## config.mk

```make
export PLATFORM = sky130hd
export DESIGN_NAME = sum_accumulator_flat
export DESIGN_NICKNAME = d
export VERILOG_FILES = /design/src/rtl/adder_pkg.sv /design/src/rtl/sum_accumulator_if.sv /design/src/rtl/sum_accumulator.sv /design/src/flat_wrapper.sv
export SDC_FILE = /design/constraint.sdc
export NUM_CORES = 1
export LEC_CHECK = 0
export CORE_ASPECT_RATIO = 1.5
export CORE_MARGIN = 4
export CORE_UTILIZATION = 50
export DETAILED_ROUTE_END_ITERATION = 8
export PLACE_DENSITY = 0.86
export SKIP_LAST_GASP = 1
export SLEW_MARGIN = 30
export SYNTH_ARGS = -nofsm -noshare
export SYNTH_HDL_FRONTEND = slang
export SYNTH_SLANG_ARGS = --single-unit
```

## constraint.sdc

```tcl
create_clock -name clk -period 3.7 [get_ports clk]
set_input_delay 0.37 -clock clk [delete_from_list [all_inputs] [get_ports clk]]
set_output_delay 0.37 -clock clk [all_outputs]
set_load 0.005 [all_outputs]
```

## src/rtl/adder_pkg.sv

```systemverilog
// Shared definitions for the adder result path: sum width, accumulator
// FSM states and the accumulator width rule.
package adder_pkg;

    localparam int SUM_W = 5;

    typedef enum logic [0:0] {
        ACCUM = 1'b0,
        HOLD  = 1'b1
    } acc_state_t;

    // Wide enough that n maximum-valued sums can never wrap.
    function automatic int acc_width(input int n);
        return SUM_W + $clog2(n + 1);
    endfunction

endpackage

```

## src/rtl/sum_accumulator_if.sv

```systemverilog
// Handshake bundle between the adder, the sum accumulator and the
// result consumer.
interface sum_accumulator_if #(
    parameter int N_SAMPLES = 4
);
    import adder_pkg::*;

    localparam int ACC_W = acc_width(N_SAMPLES);
    localparam int CNT_W = $clog2(N_SAMPLES + 1);

    logic             in_valid;
    logic             in_ready;
    logic [SUM_W-1:0] in_sum;
    logic             flush;
    logic             out_valid;
    logic             out_ready;
    logic [ACC_W-1:0] out_total;
    logic [CNT_W-1:0] out_count;

    modport master (
        output in_valid, in_sum, flush, out_ready,
        input  in_ready, out_valid, out_total, out_count
    );

    modport slave (
        input  in_valid, in_sum, flush, out_ready,
        output in_ready, out_valid, out_total, out_count
    );

endinterface

```

## src/rtl/sum_accumulator.sv

```systemverilog
// Frames incoming adder sums into totals of up to N_SAMPLES samples and
// presents each total with its sample count on a valid/ready output.
module sum_accumulator
    import adder_pkg::*;
#(
    parameter  int N_SAMPLES = 4,
    localparam int ACC_W     = acc_width(N_SAMPLES),
    localparam int CNT_W     = $clog2(N_SAMPLES + 1)
) (
    input logic              clk,
    input logic              rst,
    sum_accumulator_if.slave bus
);

    if (N_SAMPLES < 2 || N_SAMPLES > 16) begin : g_bad_param
        $error("sum_accumulator: N_SAMPLES must be in 2..16");
    end

    acc_state_t       state;
    logic [ACC_W-1:0] acc;
    logic [CNT_W-1:0] cnt;
    logic [ACC_W-1:0] total;
    logic [CNT_W-1:0] count;
    logic             valid;
    logic             ready;
    logic             downstream_ready;
    logic             accept;
    logic [ACC_W-1:0] acc_next;
    logic [CNT_W-1:0] cnt_next;

    assign ready            = !rst && (state == ACCUM);
    assign valid            = (state == HOLD);
    assign downstream_ready = bus.out_ready;
    assign accept           = bus.in_valid && ready;
    assign acc_next         = acc + ACC_W'(bus.in_sum);
    assign cnt_next         = cnt + CNT_W'(1);

    // A flush riding on an accepted sample closes the frame including that
    // sample, so the frame-completing case and the flush case share a path.
    always_ff @(posedge clk) begin
        if (rst) begin
            state <= ACCUM;
            acc   <= '0;
            cnt   <= '0;
            total <= '0;
            count <= '0;
        end else begin
            case (state)
                ACCUM: begin
                    if (accept) begin
                        if (cnt == CNT_W'(N_SAMPLES - 1) || bus.flush) begin
                            state <= HOLD;
                            total <= acc_next;
                            count <= cnt_next;
                        end else begin
                            acc <= acc_next;
                            cnt <= cnt_next;
                        end
                    end else if (bus.flush && cnt != '0) begin
                        state <= HOLD;
                        total <= acc;
                        count <= cnt;
                    end
                end
                HOLD: begin
                    if (downstream_ready) begin
                        state <= ACCUM;
                        acc   <= '0;
                        cnt   <= '0;
                    end
                end
                default: state <= ACCUM;
            endcase
        end
    end

    assign bus.in_ready  = ready;
    assign bus.out_valid = valid;
    assign bus.out_total = total;
    assign bus.out_count = count;

endmodule

```

## src/flat_wrapper.sv

```systemverilog
// flat-port wrapper written by rule: the top's interface ports become plain ports
module sum_accumulator_flat import adder_pkg::*;
#(
    parameter  int N_SAMPLES = 4,
    localparam int ACC_W     = acc_width(N_SAMPLES),
    localparam int CNT_W     = $clog2(N_SAMPLES + 1)
)
  (clk, rst, bus_in_valid, bus_in_sum, bus_flush, bus_out_ready, bus_in_ready, bus_out_valid, bus_out_total, bus_out_count);
  sum_accumulator_if #(.N_SAMPLES(N_SAMPLES)) bus_i ();
  input logic clk;
  input logic rst;
  input wire logic [$bits(bus_i.in_valid)-1:0] bus_in_valid;
  input wire logic [$bits(bus_i.in_sum)-1:0] bus_in_sum;
  input wire logic [$bits(bus_i.flush)-1:0] bus_flush;
  input wire logic [$bits(bus_i.out_ready)-1:0] bus_out_ready;
  output wire logic [$bits(bus_i.in_ready)-1:0] bus_in_ready;
  output wire logic [$bits(bus_i.out_valid)-1:0] bus_out_valid;
  output wire logic [$bits(bus_i.out_total)-1:0] bus_out_total;
  output wire logic [$bits(bus_i.out_count)-1:0] bus_out_count;
  assign bus_i.in_valid = bus_in_valid;
  assign bus_i.in_sum = bus_in_sum;
  assign bus_i.flush = bus_flush;
  assign bus_i.out_ready = bus_out_ready;
  assign bus_in_ready = bus_i.in_ready;
  assign bus_out_valid = bus_i.out_valid;
  assign bus_out_total = bus_i.out_total;
  assign bus_out_count = bus_i.out_count;
  sum_accumulator #(.N_SAMPLES(N_SAMPLES)) u_core (.clk(clk), .rst(rst), .bus(bus_i));
endmodule
```

# After elaboration in Yosys (flattened, before gate mapping)
# Cells that the tools add are included.
[word_totals] input_bits=10 rom_bits=0 reg_bits=23 latch_bits=0 ram_bits=0 memories=0 elab_cells=41
[classes] n_bitwise=1 div_mod_pow=0 muxes=19 order_cmp=0 addsub=2 shift=0 n_eq_ne=5 n_reduce_logical=9 multipliers=0
[ops] operator="8-bit 2-to-1 mux" n=6
[ops] operator="3-bit 2-to-1 mux" n=6
[ops] operator="8-bit case mux with 2 select lines" n=1
[ops] operator="8-bit by 5-bit adder with 8-bit output" n=1
[ops] operator="2-bit inequality test, second input constant" n=3
[ops] operator="3-bit case mux with 2 select lines" n=1
[ops] operator="3-bit AND reduction" n=2
[ops] operator="1-bit 2-to-1 mux" n=4
[ops] operator="3-bit by 1-bit adder with 3-bit output, second input constant" n=1
[ops] operator="3-bit by 2-bit equality test with 1-bit output, second input constant" n=1
[ops] operator="1-bit logical AND" n=3
[ops] operator="3-bit nonzero test" n=1
[ops] operator="2-bit by 1-bit inequality test with 1-bit output, second input constant" n=1
[ops] operator="1-bit case mux with 2 select lines" n=1
[ops] operator="2-bit nonzero test" n=1
[ops] operator="1-bit logical NOT" n=1
[ops] operator="1-bit logical OR" n=1
[ops] operator="1-bit NOT" n=1

# Depth between registers and ports, before layout
# Gate-level depths: netlist of the first run.
[depth] ltp_word=5 depth_mapped=8 mapped_depth_nobuf=7

# Worst setup path after synthesis of the first run
# Ideal clock, no wire load.
[synth_timing] path_kind="input to register" from="input port rst" to="register u_core.acc[2]" setup_ns=0.128 slack_ns=1.916 t_required_ns=3.572 arrival_ns=1.656 n_path_buf=3 path_stages=8 path_cell_list="buf_6 or3b_1 buf_6 nor3_4 a21oi_2 buf_6 a22oi_1 nor2_1"
[synth_between] elab_chain_cells=5
[synth_rtl] element="from (decl)" line="flat_wrapper.sv:11" source="input logic rst;"
[synth_rtl] element="1-bit logical NOT" line="sum_accumulator.sv:31" source="assign ready = !rst && (state == ACCUM);"
[synth_rtl] element="1-bit logical AND" line="sum_accumulator.sv:31"
[synth_rtl] element="1-bit logical AND" line="sum_accumulator.sv:34" source="assign accept = bus.in_valid && ready;"
[synth_rtl] element="2-bit by 1-bit inequality test with 1-bit output (no line)"
[synth_rtl] element="3-bit AND reduction (no line)"
[synth_rtl] element="to (signal assigned)" line="sum_accumulator.sv:56" source="acc <= acc_next;"
[synth_rtl] element="to (decl)" line="sum_accumulator.sv:20" source="logic [ACC_W-1:0] acc;"
# Parallel ways exist; a longest one is shown, timed or not.
# A chain may end at the register's enable or synchronous reset.

# Final worst setup path of the first run
[layout_timing] from="input port rst" to="register u_core.total[1], in the netlist u_core.bus.out_total[1]"
[layout_between] elab_chain_cells=5 elab_cells_between_ends=7 classes_between="1 x eq/ne; 1 x mux; 5 x reduce/logical"
[layout_rtl] element="1-bit logical NOT" line="sum_accumulator.sv:31"
[layout_rtl] element="1-bit logical AND" line="sum_accumulator.sv:31"
[layout_rtl] element="1-bit logical AND" line="sum_accumulator.sv:34"
[layout_rtl] element="2-bit inequality test (no line) / 2-bit nonzero test (equally long branches)"
[layout_rtl] element="3-bit AND reduction (no line)"
[layout_rtl] element="to (signal assigned)" line="sum_accumulator.sv:53" source="total <= acc_next;"
[layout_rtl] element="to (decl)" line="sum_accumulator.sv:22" source="logic [ACC_W-1:0] total;"
# Parallel ways exist; a longest one is shown, timed or not.

==> qor.yml, run 1 <==
run_status:
  status: "complete, no violations"
setup_path:
  crit_type: "in2reg"
  rr_endpoint: "u_core.bus.out_total[1]$_SDFFE_PP0P_"
  start_kind: "input port"
  rr_startpoint: "u_core.bus.out_valid$_SDFF_PP0_"
  end_kind: "flop"
  required_ns: 3.93
  r2r_setup_slack_ns: 1.44
  crit_path_max_fanout: 21
  critPathArrivalTime_ns: 2.70
  rr_worst_depth: 4
job:
  cap_violations: 0
global_routing:
  grt_max_degree: 22
  grt_pass1_vias: 1102
  grtUsageTotal_pct: 17.5
  grt_pass1_wl_mm: 4.77
  antenna_found_initial: 0
  grt_remaining_overflow: 0
clock_network:
  numClockSinks: 23
  clkLatencyLatePin_ns: 0.32
  h-tree-depth: 1
  post-cts-setup-buffers: 0
  cts_tree: "yes"
  root_buffer: "clkbuf_4"
  cts_made_buffers: 3
  cts.repair.resized: 0
  holdBufCountCts: 0
  clkTransAtPathRegs_ns: 0.13
  clock_path_buffers: 2
yosys:
  ys_types: 36
  ys_ff_latch: 23
  ys.flop_type: "dfxtp_1"
  synth.area.top_cells: "dfxtp_1 36%, ha_1 7.9%, nor2_1 7.1%"
  yosys_warnings: 0
  synth_nets: 165
  syn_area_per_cell_um2: 8.71
  synth_area_leader_cell: "dfxtp_1"
  synth-edff-count: 0
  syn-instance-count: 146
  netlist_area_mm2: 0.00127
  synth_seq_area_share_pct: 36.2
  postSynth.asyncResetShare_pct: 0
  synth_top_area_share_pct: 36.2
place:
  post-place-cells: 184
  io_buffers: 22
  place_congestion: 0.810
  hpwl_mm: 2.15
floorplanning:
  num_rows: 22
  core_area_mm2: 0.00245
  fp.dieW_um: 49.2
  dieArea_mm2: 0.00343
  io_pins: 23
  die_y_um: 69.8
  initial_core_util_pct: 51.9
routing:
  remaining_drc_errors: 0
  via_count: 1121
  dr.pass1.iters: 4
  drt-initial-drc-count: 24
  wl_per_cell_um: 15.1
  routed_wl_mm: 2.85
  drtAntennaViolNets: 0
  vias_per_cell: 5.96
min_path:
  whs_endpoint: "u_core.bus.out_total[0]$_SDFFE_PP0P_"
  hold_depth: 2
  hold_start: "u_core.acc[0]$_SDFFE_PP0P_"
  hp-class: "reg2reg"
sta:
  setup_viol: 0
  timing.hold.ws_ns: 0.510
  finalCritPeriodShare_pct: 66.8
  slew_headroom_pct: 41.5
  setup_tns_ns: 0
  hold_viol_final: 0
  rsz0062_at_grt: "no"
  slew_violations: 0
  fmax_mhz: 405
  worst_slew_pin_slew_ns: 0.877
  skew_ns: 0.00269
  min_period_ns: 2.47
pwr:
  ir_drop_mv: 0.207
  p_leak_nw: 0.545
  power.density_mw_per_mm2: 322
  p_total_uw: 480
final_layout:
  n_fill_cell: 230
  area_growth_pct: 17.4
  diodes: 0
  drive_gt1_share_pct: 4.88
  fin_cells: 188
  fin_nets: 184
[Yosys cell counts, types with 2 or more instances]
cell and n:
a21oi_1 12, ha_1 8, xnor2_1 4, dfxtp_1 23
a211oi_1 6, a22oi_1 6, nand3_1 2, nor2b_1 2
a311oi_1 4, xor2_1 3, a21oi_2 2, inv_1 6
buf_6 3, buf_2 2, a21o_1 3, nand2_1 12
nor2_1 24, clkbuf_1 3, o21ai_1 2, mux2i_1 3
[layout make-up]
type	instances	area (um^2)	share of cell area [%]
multi-input cells	108	726	48.6
flip-flops and latches	23	460	30.8
repair buffers	23	228	15.3
well taps	24	30.0	2.01
clock buffers	4	26.3	1.76
inverters	6	22.5	1.51
[worst max-delay path by stage]
| stage | cells past startpoint | end | from |
|---|---|---|---|
| 2_1_floorplan | 8 | u_core.acc[2]$_SDFFE_PP0P_ | rst |
| 3_3_place_gp | 5 | u_core.bus.out_total[2]$_SDFFE_PP0P_ | rst |
| 3_5_place_dp | 5 | u_core.bus.out_total[1]$_SDFFE_PP0P_ | rst |
| 4_1_cts | 5 | u_core.bus.out_total[1]$_SDFFE_PP0P_ | rst |
| 5_1_grt | 5 | u_core.bus.out_total[4]$_SDFFE_PP0P_ | rst |
| 6_report | 5 | u_core.bus.out_total[1]$_SDFFE_PP0P_ | rst |
[kinds of logic after synthesis]
family	count (synthesis)	synth area share, %
compound gates	40	21.6
xor+xnor	7	4.82
fa+ha+maj	9	9.45
buf+inv	15	6.69
flops	23	36.2
mux	3	2.36
simple gates	49	18.9
[critical path, cell delays in order]
cell and delay [ns]:
clkdlybuf4s50_1 0.56, or3b_1 0.60, a21oi_2 0.77, nor2_1 0.10, a311oi_1 0.29
[metal layers]
layer | share of wire, % | track usage, % | vias up
met1 | 42 | 19.5 | 542
met3 | 2.8 | 2.58 | 7
met2 | 53 | 32.1 | 20
met4 | 2.6 | 6.96 | 0
met5 | 0 | 0 | -
li1 | - | - | 552
[where the power goes]
group / total, mW / switching [mW] / internal (mW) / leakage [nW]
clock: 0.120 / 0.0777 / 0.0422 / 0.0150
sequential: 0.267 / 0.00855 / 0.258 / 0.187
combinational: 0.0934 / 0.0472 / 0.0462 / 0.343
[registers in the layout, summed over array words and instances, names as in the netlist]
| register | cells |
|---|---|
| u_core.cnt | 3 |
| u_core.bus.out_count | 3 |
| u_core.acc | 8 |
| u_core.bus.out_total | 8 |
| u_core.bus.out_valid | 1 |
[placed cells by master (no fill, tap or decap), types with 2 or more instances in the layout]
cell type / Yosys / layout
nor2_1: 24 / 24
dfxtp_1: 23 / 23
clkdlybuf4s50_1: 0 / 22
a21oi_1: 12 / 12
nand2_1: 12 / 12
ha_1: 8 / 8
inv_1: 6 / 6
a211oi_1: 6 / 6
a22oi_1: 6 / 6
xnor2_1: 4 / 4
a311oi_1: 4 / 4
a21o_1: 3 / 3
xor2_1: 3 / 3
mux2i_1: 3 / 3
clkbuf_4: 0 / 3
a21oi_2: 2 / 2
nand3_1: 2 / 2
o21ai_1: 2 / 2
nor2b_1: 2 / 2
[per-stage QoR]
| stage | worst slack, ns | utilization [%] | area (um^2) |
|---|---|---|---|
| after floorplan | 1.92 | - | 1270 |
| after global placement | 1.03 | 59.9 | 1470 |
| after detailed placement | 0.904 | 59.9 | 1470 |
| after CTS | 1.24 | 60.9 | 1490 |
| after global routing | 1.04 | 60.9 | 1490 |
| final | 1.23 | 60.9 | 1490 |
(Power assumes the default switching activity.)
==> run 2: changes to the inputs <==
- clock period: 3.7 -> 2.38 ns (I/O delays scaled with it)
==> run 2 against run 1 <==
  * Setup slack worse by 0.66 ns
  * Die area unchanged
  * Register-to-register slack worse by 0.87 ns
==> qor.yml, run 2 (synthesis gave the netlist of run 1 again) <==
routing:
  routed_wl_mm: 2.52
  drt-initial-drc-count: 33
  remaining_drc_errors: 0
  drtAntennaViolNets: 0
  dr.pass1.iters: 4
  via_count: 1082
  vias_per_cell: 5.61
  wl_per_cell_um: 13.0
clock_network:
  clock_path_buffers: 2
  cts_tree: "yes"
  clkLatencyLatePin_ns: 0.31
  holdBufCountCts: 0
  root_buffer: "clkbuf_4"
  cts.repair.resized: 0
  post-cts-setup-buffers: 0
  clkTransAtPathRegs_ns: 0.13
  numClockSinks: 23
  h-tree-depth: 1
  cts_made_buffers: 3
sta:
  hold_viol_final: 0
  fin_ws_ns: 0.567
  rsz0062_at_grt: "no"
  setup_viol: 0
  worst_slew_pin_slew_ns: 0.557
  finalCritPeriodShare_pct: 76.2
  skew_ns: 0.00617
  slew_violations: 0
  slew_headroom_pct: 62.9
  fmax_mhz: 552
  setup_tns_ns: 0
  min_period_ns: 1.81
job:
  cap_violations: 0
global_routing:
  antenna_found_initial: 0
  grt_pass1_vias: 1070
  grt_max_degree: 27
  grt_remaining_overflow: 0
  grt_pass1_wl_mm: 4.51
  grtUsageTotal_pct: 16.1
final_layout:
  fin_nets: 189
  n_fill_cell: 199
  diodes: 0
  area_growth_pct: 20.5
  final_common_cell: "nor2_1"
  drive_gt1_share_pct: 8.28
  final_cell_mix: "24 x nor2_1, 23 x dfxtp_1, 22 x clkdlybuf4s50_1, 12 x a21oi_1, 12 x nand2_1"
pwr:
  clockPowerShare_pct: 24.4
  seqPwrFrac_pct: 55.5
  p_leak_nw: 0.574
  combPwrFrac_pct: 20.1
  power.density_mw_per_mm2: 486
  intPower_uw: 542
  ir_drop_mv: 0.383
  switching_share_pct: 27.2
  switchingPower_uw: 202
floorplanning:
  num_rows: 22
  initial_core_util_pct: 51.9
  core_area_mm2: 0.00245
  dieArea_mm2: 0.00343
  die_y_um: 69.8
  fp.dieW_um: 49.2
  io_pins: 23
setup_path:
  required_ns: 2.61
  end_kind: "flop"
  critPathArrivalTime_ns: 2.05
  crit_path_max_fanout: 2
  rr_worst_depth: 7
  start_kind: "input port"
  crit_type: "in2reg"
min_path:
  hp-class: "reg2reg"
  hold_depth: 2
place:
  io_buffers: 22
  place_ws_ns: 0.246
  place_congestion: 0.872
  hpwl_mm: 1.88
run_status:
  status: "complete, no violations"
-- run 2: worst paths after layout --
kind / startpoint / endpoint / slack (ns)
hold / removal: u_core.bus.out_total[5]$_SDFFE_PP0P_ / u_core.bus.out_total[5]$_SDFFE_PP0P_ / 0.50
setup / recovery: bus_in_sum[0] / u_core.bus.out_total[4]$_SDFFE_PP0P_ / 0.57
hold reg to reg: u_core.bus.out_total[5]$_SDFFE_PP0P_ / u_core.bus.out_total[5]$_SDFFE_PP0P_ / 0.50
setup reg to reg: u_core.acc[0]$_SDFFE_PP0P_ / u_core.bus.out_total[4]$_SDFFE_PP0P_ / 0.57
-- run 2: metal layers --
metal  GRT usage (%)  share of wire, %  wire (um)  vias to the layer above
li1                -                 -          -                      563
met1            17.9                45       1130                      498
met2            29.6                52       1300                       17
met3            2.37               2.4         61                        4
met4            6.33               1.3         33                        0
met5               0                 0          0                        -
-- run 2: area by class of cell --
cell class | instances | area (um^2) | area share, %
Sequential cell | 23 | 460 | 30.1
Clock buffer | 3 | 22.5 | 1.47
Tap cell | 24 | 30.0 | 1.96
Multi-Input combinational cell | 108 | 726 | 47.4
Inverter | 6 | 22.5 | 1.47
Timing Repair Buffer | 28 | 265 | 17.3
Clock inverter | 1 | 5.00 | 0.327
-- run 2: worst max-delay path, stage by stage --
cell and delay [ns]:
clkdlybuf4s50_1 0.40, ha_1 0.22, fa_1 0.40, a21oi_1 0.20, o21bai_1 0.10, xor2_1 0.17, nand2_1 0.07, a311oi_1 0.23
-- run 2: through the flow --
| stage | hold slack (ns) | instances | power (mW) | instance area (um^2) | utilization [%] |
|---|---|---|---|---|---|
| after floorplan | 0.421 | 146 | 0.512 | 1270 | - |
| after global placement | 0.483 | 189 | 0.568 | 1500 | 61.4 |
| after detailed placement | 0.484 | 189 | 0.572 | 1500 | 61.4 |
| after CTS | 0.509 | 193 | 0.752 | 1530 | 62.5 |
| after global routing | 0.542 | 193 | 0.783 | 1530 | 62.5 |
| final | 0.505 | 193 | 0.744 | 1530 | 62.5 |
-- run 2: power by group through the flow --
stage	logic, mW	clock network, mW	registers [mW]
after global routing	0.167	0.200	0.416
final	0.150	0.181	0.413
after detailed placement	0.150	0	0.422
after CTS	0.150	0.188	0.413
after global placement	0.147	0	0.421
after floorplan	0.0897	0	0.422
